===== src/rtl/mat_pkg.sv =====
// rtl/mat_pkg.sv - shared constants, serializer state type and element index helpers
package mat_pkg;

    localparam int MAT_ROWS    = 5;
    localparam int MAT_COLS    = 3;
    localparam int MAT_EW      = 15;
    localparam int MAT_ELEMS   = 15;
    localparam int MUL_LATENCY = 2;
    localparam int C_W         = MAT_ELEMS * MAT_EW;

    typedef enum logic {
        SER_IDLE   = 1'b0,
        SER_STREAM = 1'b1
    } ser_state_e;

    // Row-major walk: element k sits at row k/MAT_COLS, column k%MAT_COLS.
    function automatic logic [2:0] elem_row_of(input logic [3:0] k);
        return 3'(int'(k) / MAT_COLS);
    endfunction

    function automatic logic [1:0] elem_col_of(input logic [3:0] k);
        return 2'(int'(k) % MAT_COLS);
    endfunction

endpackage


===== src/rtl/mat_result_streamer_if.sv =====
// rtl/mat_result_streamer_if.sv - element stream interface (valid/ready with row/col tags)
// master: drives elem_data/elem_row/elem_col/elem_last/elem_valid, samples elem_ready
// slave : samples the element fields, drives elem_ready
interface mat_result_streamer_if
    import mat_pkg::*;
#(
    parameter int EW = MAT_EW
);
    logic [EW-1:0] elem_data;
    logic [2:0]    elem_row;
    logic [1:0]    elem_col;
    logic          elem_last;
    logic          elem_valid;
    logic          elem_ready;

    modport master (
        output elem_data, elem_row, elem_col, elem_last, elem_valid,
        input  elem_ready
    );

    modport slave (
        input  elem_data, elem_row, elem_col, elem_last, elem_valid,
        output elem_ready
    );
endinterface


===== src/rtl/mat_word_fifo.sv =====
// rtl/mat_word_fifo.sv - DEPTH x W synchronous FIFO for captured product words
// clk/rst   : clock, synchronous active-high reset
// push/push_data : write request; accepted when not full, or when full with a same-edge pop
// pop/pop_data   : read request; pop_data shows the head word combinationally
// full/empty/count : occupancy status from registered state
module mat_word_fifo
    import mat_pkg::*;
#(
    parameter int DEPTH = 2,
    parameter int W     = C_W,
    localparam int CW   = $clog2(DEPTH + 1)
) (
    input  logic          clk,
    input  logic          rst,
    input  logic          push,
    input  logic [W-1:0]  push_data,
    input  logic          pop,
    output logic [W-1:0]  pop_data,
    output logic          full,
    output logic          empty,
    output logic [CW-1:0] count
);
    localparam int PW = (DEPTH > 1) ? $clog2(DEPTH) : 1;
    localparam logic [PW-1:0] LAST_IDX = PW'(DEPTH - 1);

    logic [W-1:0]  mem_q [DEPTH];
    logic [W-1:0]  mem_d [DEPTH];
    logic [PW-1:0] wr_q, wr_d, rd_q, rd_d;
    logic [CW-1:0] count_q, count_d;
    logic          push_ok, pop_ok;

    always_comb begin
        pop_ok  = pop && (count_q != '0);
        // A pop on the same edge frees the slot a full FIFO would otherwise refuse.
        push_ok = push && ((count_q != CW'(DEPTH)) || pop_ok);
        mem_d   = mem_q;
        wr_d    = wr_q;
        rd_d    = rd_q;
        count_d = count_q;
        if (push_ok) begin
            mem_d[wr_q] = push_data;
            wr_d        = (wr_q == LAST_IDX) ? '0 : wr_q + PW'(1);
        end
        if (pop_ok) begin
            rd_d = (rd_q == LAST_IDX) ? '0 : rd_q + PW'(1);
        end
        case ({push_ok, pop_ok})
            2'b10:   count_d = count_q + CW'(1);
            2'b01:   count_d = count_q - CW'(1);
            default: count_d = count_q;
        endcase
    end

    always_ff @(posedge clk) begin
        if (rst) begin
            wr_q    <= '0;
            rd_q    <= '0;
            count_q <= '0;
        end else begin
            wr_q    <= wr_d;
            rd_q    <= rd_d;
            count_q <= count_d;
        end
        mem_q <= mem_d;
    end

    assign pop_data = mem_q[rd_q];
    assign full     = (count_q == CW'(DEPTH));
    assign empty    = (count_q == '0);
    assign count    = count_q;
endmodule


===== src/rtl/mat_result_streamer.sv =====
// rtl/mat_result_streamer.sv - issue credit tracking, product capture and element serializer
// clk/rst     : clock, synchronous active-high reset
// issue       : multiplier started this cycle (honoured only with issue_ready)
// issue_ready : a buffer slot is reserved-free for one more product
// c_in        : packed 5x3 product, row-major, element [0][0] in the top bits
// elem        : element stream (master side of mat_result_streamer_if)
// overflow    : sticky, a capture found the buffer full
// busy        : tokens in flight, words buffered, or serializer loaded
module mat_result_streamer
    import mat_pkg::*;
#(
    parameter int LATENCY = MUL_LATENCY,
    parameter int DEPTH   = 2,
    parameter int EW      = MAT_EW
) (
    input  logic                    clk,
    input  logic                    rst,
    input  logic                    issue,
    output logic                    issue_ready,
    input  logic [MAT_ELEMS*EW-1:0] c_in,
    mat_result_streamer_if.master   elem,
    output logic                    overflow,
    output logic                    busy
);
    localparam int WW = MAT_ELEMS * EW;
    localparam int CW = $clog2(DEPTH + 1);
    localparam int TW = $clog2(LATENCY + 1);
    localparam int SW = ((CW > TW) ? CW : TW) + 1;
    localparam logic [3:0] K_LAST = 4'(MAT_ELEMS - 1);

    logic [LATENCY-1:0] token_q, token_d;
    logic [TW-1:0]      inflight;
    logic               credit_ok;

    logic               fifo_push, fifo_pop, fifo_full, fifo_empty;
    logic [CW-1:0]      fifo_count;
    logic [WW-1:0]      fifo_rd_data;

    ser_state_e         state_q, state_d;
    logic [WW-1:0]      word_q, word_d;
    logic [3:0]         k_q, k_d;
    logic [EW-1:0]      data_q, data_d;
    logic [2:0]         row_q, row_d;
    logic [1:0]         col_q, col_d;
    logic               last_q, last_d;
    logic               overflow_q, overflow_d;
    logic               xfer, at_last;

    // Every set bit of the token pipe is a product the multiplier still owes us.
    always_comb begin
        inflight = '0;
        for (int i = 0; i < LATENCY; i++) begin
            inflight = inflight + TW'(token_q[i]);
        end
    end

    // The serializer register is not counted: a word leaving the FIFO frees its credit.
    assign credit_ok   = (SW'(fifo_count) + SW'(inflight)) < SW'(DEPTH);
    assign issue_ready = credit_ok;

    always_comb begin
        token_d    = '0;
        token_d[0] = issue && credit_ok;
        for (int i = 1; i < LATENCY; i++) begin
            token_d[i] = token_q[i-1];
        end
    end

    // c_in holds the product on the edge where its token leaves the last stage.
    assign fifo_push = token_q[LATENCY-1];

    assign xfer     = (state_q == SER_STREAM) && elem.elem_ready;
    assign at_last  = (k_q == K_LAST);
    // Pop when idle, or on the final transfer so the next word follows without a bubble.
    assign fifo_pop = !fifo_empty && ((state_q == SER_IDLE) || (xfer && at_last));

    mat_word_fifo #(
        .DEPTH (DEPTH),
        .W     (WW)
    ) u_fifo (
        .clk       (clk),
        .rst       (rst),
        .push      (fifo_push),
        .push_data (c_in),
        .pop       (fifo_pop),
        .pop_data  (fifo_rd_data),
        .full      (fifo_full),
        .empty     (fifo_empty),
        .count     (fifo_count)
    );

    always_comb begin
        state_d = state_q;
        word_d  = word_q;
        k_d     = k_q;
        case (state_q)
            SER_IDLE: begin
                if (fifo_pop) begin
                    state_d = SER_STREAM;
                    word_d  = fifo_rd_data;
                    k_d     = '0;
                end
            end
            SER_STREAM: begin
                if (xfer) begin
                    if (at_last) begin
                        k_d = '0;
                        if (fifo_pop) begin
                            word_d = fifo_rd_data;
                        end else begin
                            state_d = SER_IDLE;
                        end
                    end else begin
                        k_d = k_q + 4'd1;
                    end
                end
            end
            default: state_d = SER_IDLE;
        endcase

        // Output fields are registered from the next word/index so they hold through stalls.
        data_d = word_d[WW-1-EW*int'(k_d) -: EW];
        row_d  = elem_row_of(k_d);
        col_d  = elem_col_of(k_d);
        last_d = (state_d == SER_STREAM) && (k_d == K_LAST);

        overflow_d = overflow_q || (fifo_push && fifo_full && !fifo_pop);
    end

    always_ff @(posedge clk) begin
        if (rst) begin
            token_q    <= '0;
            state_q    <= SER_IDLE;
            word_q     <= '0;
            k_q        <= '0;
            data_q     <= '0;
            row_q      <= '0;
            col_q      <= '0;
            last_q     <= 1'b0;
            overflow_q <= 1'b0;
        end else begin
            token_q    <= token_d;
            state_q    <= state_d;
            word_q     <= word_d;
            k_q        <= k_d;
            data_q     <= data_d;
            row_q      <= row_d;
            col_q      <= col_d;
            last_q     <= last_d;
            overflow_q <= overflow_d;
        end
    end

    assign elem.elem_data  = data_q;
    assign elem.elem_row   = row_q;
    assign elem.elem_col   = col_q;
    assign elem.elem_last  = last_q;
    assign elem.elem_valid = (state_q == SER_STREAM);

    assign overflow = overflow_q;
    assign busy     = (|token_q) || !fifo_empty || (state_q == SER_STREAM);
endmodule


===== src/flat_wrapper.sv =====
// flat-port wrapper written by rule: the top's interface ports become plain ports
module mat_result_streamer_flat import mat_pkg::*;
#(
    parameter int LATENCY = MUL_LATENCY,
    parameter int DEPTH   = 2,
    parameter int EW      = MAT_EW
)
  (clk, rst, issue, issue_ready, c_in, overflow, busy, elem_elem_data, elem_elem_row, elem_elem_col, elem_elem_last, elem_elem_valid, elem_elem_ready);
  mat_result_streamer_if #(.EW(EW)) elem_i ();
  input  logic clk;
  input  logic rst;
  input  logic issue;
  output logic issue_ready;
  input  logic [MAT_ELEMS*EW-1:0] c_in;
  output logic overflow;
  output logic busy;
  output wire logic [$bits(elem_i.elem_data)-1:0] elem_elem_data;
  output wire logic [$bits(elem_i.elem_row)-1:0] elem_elem_row;
  output wire logic [$bits(elem_i.elem_col)-1:0] elem_elem_col;
  output wire logic [$bits(elem_i.elem_last)-1:0] elem_elem_last;
  output wire logic [$bits(elem_i.elem_valid)-1:0] elem_elem_valid;
  input wire logic [$bits(elem_i.elem_ready)-1:0] elem_elem_ready;
  assign elem_elem_data = elem_i.elem_data;
  assign elem_elem_row = elem_i.elem_row;
  assign elem_elem_col = elem_i.elem_col;
  assign elem_elem_last = elem_i.elem_last;
  assign elem_elem_valid = elem_i.elem_valid;
  assign elem_i.elem_ready = elem_elem_ready;
  mat_result_streamer #(.LATENCY(LATENCY), .DEPTH(DEPTH), .EW(EW)) u_core (.clk(clk), .rst(rst), .issue(issue), .issue_ready(issue_ready), .c_in(c_in), .elem(elem_i), .overflow(overflow), .busy(busy));
endmodule

===== config.mk =====
export PLATFORM = sky130hd
export DESIGN_NAME = mat_result_streamer_flat
export DESIGN_NICKNAME = d
export VERILOG_FILES = /design/src/rtl/mat_pkg.sv /design/src/rtl/mat_result_streamer_if.sv /design/src/rtl/mat_word_fifo.sv /design/src/rtl/mat_result_streamer.sv /design/src/flat_wrapper.sv
export SDC_FILE = /design/constraint.sdc
export NUM_CORES = 2
export LEC_CHECK = 0
export ABC_AREA = 1
export CAP_MARGIN = 20
export CORE_MARGIN = 4
export CORE_UTILIZATION = 41
export CTS_BUF_LIST = sky130_fd_sc_hd__clkbuf_8
export CTS_CLUSTER_SIZE = 12
export DETAILED_ROUTE_END_ITERATION = 16
export PLACE_DENSITY = 0.57
export SLEW_MARGIN = 20
export SYNTH_ARGS = -nofsm -noshare
export SYNTH_HDL_FRONTEND = slang
export SYNTH_HIERARCHICAL = 1
export SYNTH_SLANG_ARGS = --single-unit

===== constraint.sdc =====
create_clock -name clk -period 17.1 [get_ports clk]
set_clock_uncertainty 0.15 [all_clocks]
set_input_delay 1.71 -clock clk [delete_from_list [all_inputs] [get_ports clk]]
set_output_delay 1.71 -clock clk [all_outputs]
set_load 0.05 [all_outputs]

==> impl_results.html <==
<table>
<tr><th>Metric</th><th>Value</th></tr>
<tr><th colspan="2">Status</th></tr>
<tr><td>Outcome</td><td>finished clean</td></tr>
<tr><th colspan="2">Floorplan</th></tr>
<tr><td>X dimension of the die</td><td>roughly 330 um</td></tr>
<tr><td>Area of the die</td><td>between 0.1 and 0.15 mm2</td></tr>
<tr><td>Cell Rows</td><td>around 120</td></tr>
<tr><td>Number of top-level pins</td><td>approximately 250</td></tr>
<tr><td>Die Y</td><td>326 um</td></tr>
<tr><td>CORE AREA</td><td>~0.1 mm2</td></tr>
<tr><td>Initial core utilization</td><td>0.414</td></tr>
<tr><th colspan="2">Timing</th></tr>
<tr><td>Final hold violation count</td><td>0</td></tr>
<tr><td>Final worst setup slack</td><td>between 7000 and 8000 ps</td></tr>
<tr><td>Worst slew slack as a fraction of its limit</td><td>0.180</td></tr>
<tr><td>Part of the cycle the worst path needs</td><td>0.544</td></tr>
<tr><td>Setup repair after global routing missed its margin</td><td>no</td></tr>
<tr><td>Fin Hold WS</td><td>306 ps</td></tr>
<tr><td>Highest clock frequency the design can meet</td><td>~110 MHz</td></tr>
<tr><td>Number of endpoints failing setup at the final stage</td><td>0</td></tr>
<tr><td>Slew at the pin closest to its max-slew limit</td><td>roughly 1200 ps</td></tr>
<tr><td>Crit path time final</td><td>around 9300 ps</td></tr>
<tr><td>Max-slew violation count</td><td>0</td></tr>
<tr><td>Setup TNS</td><td>0 ps</td></tr>
<tr><th colspan="2">Worst hold path</th></tr>
<tr><td>Worst min-delay path endpoint</td><td>u_core/token_q[1]</td></tr>
<tr><td>Min-delay worst type</td><td>flop to flop</td></tr>
<tr><td>Number of cells on the worst hold path</td><td>2</td></tr>
<tr><td>Worst hold start</td><td>u_core/token_q[0]</td></tr>
<tr><th colspan="2">Synth</th></tr>
<tr><td>Seq/Total Area, Yosys</td><td>0.450</td></tr>
<tr><td>Yosys synthesis warning count</td><td>6</td></tr>
<tr><td>EDFF count, synth</td><td>450</td></tr>
<tr><td>Synth area leaders</td><td>edfxtp_1, nand2_1, nand3_1</td></tr>
<tr><td>Mapped Nets</td><td>slightly above 6,000</td></tr>
<tr><td>Area share of the largest cell type after synthesis</td><td>0.326</td></tr>
<tr><td>Number of flip-flops and latches in the synthesized netlist</td><td>just over 700</td></tr>
<tr><td>Main synth FF type</td><td>edfxtp_1</td></tr>
<tr><td>Biggest area consumer among synthesized cells</td><td>edfxtp_1</td></tr>
<tr><td>Count of cell types in the netlist</td><td>36</td></tr>
<tr><td>Share of synthesized flip-flops with an asynchronous set or reset</td><td>0</td></tr>
<tr><td>Mean post-synth cell area</td><td>7.05 um2</td></tr>
<tr><td>Mapped Cells</td><td>approximately 5,900</td></tr>
<tr><td>Netlist Area Pre-Place</td><td>around 0.041 mm2</td></tr>
<tr><th colspan="2">Clock network</th></tr>
<tr><td>Total setup buffers inserted after CTS</td><td>0</td></tr>
<tr><td>Clock tree root buffer cell</td><td>clkbuf_8</td></tr>
<tr><td>Worst-skew pair later-pin latency</td><td>about 800 ps</td></tr>
<tr><td>Number of hold buffers added after cts</td><td>0</td></tr>
<tr><td>CTS HTree Levels</td><td>3</td></tr>
<tr><td>Post-CTS Resized</td><td>0</td></tr>
<tr><td>Clock Pin Slew Worst Setup and Hold Paths</td><td>~60 ps</td></tr>
<tr><td>Clock buffers created by TritonCTS</td><td>approximately 120</td></tr>
<tr><td>TritonCTS clock tree</td><td>built</td></tr>
<tr><td>Worst-case clock buffer depth</td><td>3</td></tr>
<tr><td>Sink count of the clock tree</td><td>between 700 and 800</td></tr>
<tr><th colspan="2">Global routing</th></tr>
<tr><td>Met3 track demand over resource in global routing</td><td>0.0553</td></tr>
<tr><td>Gr busiest metal</td><td>met2</td></tr>
<tr><td>Met1 routing resource usage after global routing</td><td>0.461</td></tr>
<tr><td>Antenna violations before repair</td><td>10</td></tr>
<tr><td>Sum of overflow across all layers after global routing</td><td>0</td></tr>
<tr><td>GR Util met2</td><td>0.470</td></tr>
<tr><td>GR Util All Layers</td><td>0.317</td></tr>
<tr><td>Largest net degree at the start of global routing</td><td>164</td></tr>
<tr><td>Wire length of the first global-routing pass</td><td>between 200,000 and 300,000 um</td></tr>
<tr><td>Vias in the first global route</td><td>around 37,000</td></tr>
<tr><th colspan="2">Drt</th></tr>
<tr><td>DR vias</td><td>around 41,000</td></tr>
<tr><td>Post-DR wirelength/cell</td><td>approximately 24 um</td></tr>
<tr><td>Drt initial violations</td><td>5,040</td></tr>
<tr><td>Post-Route WL</td><td>~170,000 um</td></tr>
<tr><td>DR vias/cell</td><td>about 5.5</td></tr>
<tr><td>Initial DRT Pass Iterations</td><td>6</td></tr>
<tr><td>Count of nets left with antenna violations after detail routing</td><td>0</td></tr>
<tr><td>Number of remaining DRC errors</td><td>0</td></tr>
<tr><th colspan="2">Power</th></tr>
<tr><td>Pwr/cell area</td><td>between 100 and 150 mW/mm2</td></tr>
<tr><td>Overall power of the completed layout</td><td>5.70 mW</td></tr>
<tr><td>Leakage power figure</td><td>20.8 nW</td></tr>
<tr><td>VDD IR max</td><td>0.0674 mV</td></tr>
<tr><th colspan="2">Placement</th></tr>
<tr><td>Placed cell areas</td><td>~0.045 mm2</td></tr>
<tr><td>Instance count after placement with tap cells included</td><td>7,158</td></tr>
<tr><td>Placement-stage worst setup slack</td><td>7250 ps</td></tr>
<tr><td>Count of buffers inserted at the top-level ports</td><td>about 250</td></tr>
<tr><td>Sum of net half-perimeters after detailed placement</td><td>approximately 120,000 um</td></tr>
<tr><td>Final Wtd Congestion</td><td>between 0.9 and 1</td></tr>
<tr><th colspan="2">Critical path</th></tr>
<tr><td>Worst-path cell with the longest stage delay</td><td>buf_4</td></tr>
<tr><td>Maximum cell stage delay along the critical path</td><td>just over 800 ps</td></tr>
<tr><td>Startpoint of the most critical register-to-register path</td><td>u_core/elem.elem_valid</td></tr>
<tr><td>Highest net fanout along the worst path</td><td>161</td></tr>
<tr><td>Critical Path Start Type</td><td>primary input</td></tr>
<tr><td>Worst Path Arrival</td><td>between 9000 and 10,000 ps</td></tr>
<tr><td>Cell seen most often among critical-path stages</td><td>nand2_1</td></tr>
<tr><td>Required time of the worst setup path</td><td>roughly 18,000 ps</td></tr>
<tr><td>Kind of critical path</td><td>primary input to flop</td></tr>
<tr><td>Worst setup EP type</td><td>flop</td></tr>
<tr><td>Number of cells on the worst reg-to-reg path</td><td>31</td></tr>
<tr><td>Worst reg2reg path endpoint</td><td>u_core/elem.elem_data[9]</td></tr>
<tr><td>Reg2reg setup slack</td><td>between 8000 and 9000 ps</td></tr>
<tr><th colspan="2">Finish</th></tr>
<tr><td>Final net count</td><td>between 6,000 and 7,000</td></tr>
<tr><td>End-of-flow core utilization</td><td>0.469</td></tr>
<tr><td>Fraction of layout cells with a size suffix above 1</td><td>0.0410</td></tr>
<tr><td>Non-filler cells, final</td><td>about 7,400</td></tr>
<tr><td>P&amp;R area growth vs syn</td><td>13.4%</td></tr>
<tr><td>Fillcell total</td><td>about 10,000</td></tr>
<tr><td>Post-Layout Inst Area</td><td>approximately 0.047 mm2</td></tr>
<tr><th colspan="2">Job</th></tr>
<tr><td>Number of max-cap violations</td><td>0</td></tr>
</table>
report_power, final:
part	leakage (nW)	internal (mW)	switching (mW)
Sequential	6.19	1.91	0.0348
Combinational	13.2	0.579	1.65
Clock	1.39	0.810	0.711
routing by layer:
metal | wire (um) | vias to the layer above
li1 | - | 19500
met1 | 78100 | 19300
met2 | 74500 | 1754
met3 | 13800 | 269
met4 | 7480 | 0
met5 | 0 | -
state kept, by name (all words and copies together) (netlist names):
signal                  count
u_core/elem.elem_col        2
u_core/elem.elem_last       1
u_core/token_q              2
u_core/u_fifo/mem_q       450
u_core/u_fifo/wr_q          1
u_core/word_q             225
u_core/elem.elem_valid      1
u_core/k_q                  4
u_core/elem.elem_row        3
u_core/elem.elem_data      15
u_core/overflow             1
u_core/u_fifo/rd_q          1
u_core/u_fifo/count         2
cell type report:
type / count / area (um2) / share of cell area
timing repair buffer: 309 / 3040 / 0.0647
clock inverter: 88 / 583 / 0.0124
sequential: 708 / 18700 / 0.397
inverter: 344 / 1320 / 0.0280
antenna: 7 / 17.5 / 0.000372
clock buffer: 131 / 1800 / 0.0383
multi-input combinational: 4440 / 19900 / 0.423
tap: 1357 / 1700 / 0.0361
kinds of logic after synthesis:
group	synth area share
buf+inv	0.0732
xor+xnor	0.00127
fa+ha+maj	0.00947
flops	0.450
simple gates	0.443
compound gates	0.0225
synthesized netlist by cell type (2+ instances only):
master	count
edfxtp_1	450
nand2_2	3
a31oi_1	16
buf_1	51
o21ai_0	34
and3_1	2
inv_2	7
o21bai_1	6
clkinv_1	4
dfxtp_1	258
xor2_1	2
or2_2	3
clkbuf_1	174
a21oi_2	2
ha_1	25
buf_2	155
fa_1	4
nor2_1	400
nand4_1	99
inv_1	333
nand3b_1	156
o211ai_1	18
nand3_1	1304
a22oi_1	2
nand2_1	2268
o21ai_1	26
a21oi_1	59
xnor2_1	4
buf_4	17
cells in the final DEF (no fill, tap or decap), drive strengths merged, types with 2 or more instances in the layout:
cell / count
a21oi: 61
a22oi: 2
a31oi: 16
and3: 2
buf: 56
bufinv: 7
clkbuf: 132
clkdlybuf4s50: 252
clkinv: 30
clkinvlp: 2
dfxtp: 258
diode: 7
edfxtp: 450
fa: 4
ha: 25
inv: 393
nand2: 2271
nand3: 1304
nand3b: 156
nand4: 99
nor2: 401
o211ai: 18
o21ai: 61
o21bai: 6
or2: 4
xnor2: 4
xor2: 2
critical path, delay by kind of cell:
kind / cells / cell delay (ps)
AOI/OAI and AO/OA: 2 / 410
and+or+nand+nor: 16 / 2460
buffers and inverters: 10 / 3240
adders and majority gates: 4 / 1770
worst max path at each step:
stage                    startpoint                         to  slack (ps)  depth (start not counted)
global placement    elem_elem_ready   u_core/elem.elem_data[5]        7200                         30
detailed placement  elem_elem_ready  u_core/elem.elem_data[13]        7250                         32
global route        elem_elem_ready   u_core/elem.elem_data[3]        7400                         34
CTS                 elem_elem_ready   u_core/elem.elem_data[3]        8090                         32
floorplan           elem_elem_ready   u_core/u_fifo/mem_q[225]        4190                          9
finish              elem_elem_ready   u_core/elem.elem_data[9]        7800                         32
(Power assumes the default switching activity.)
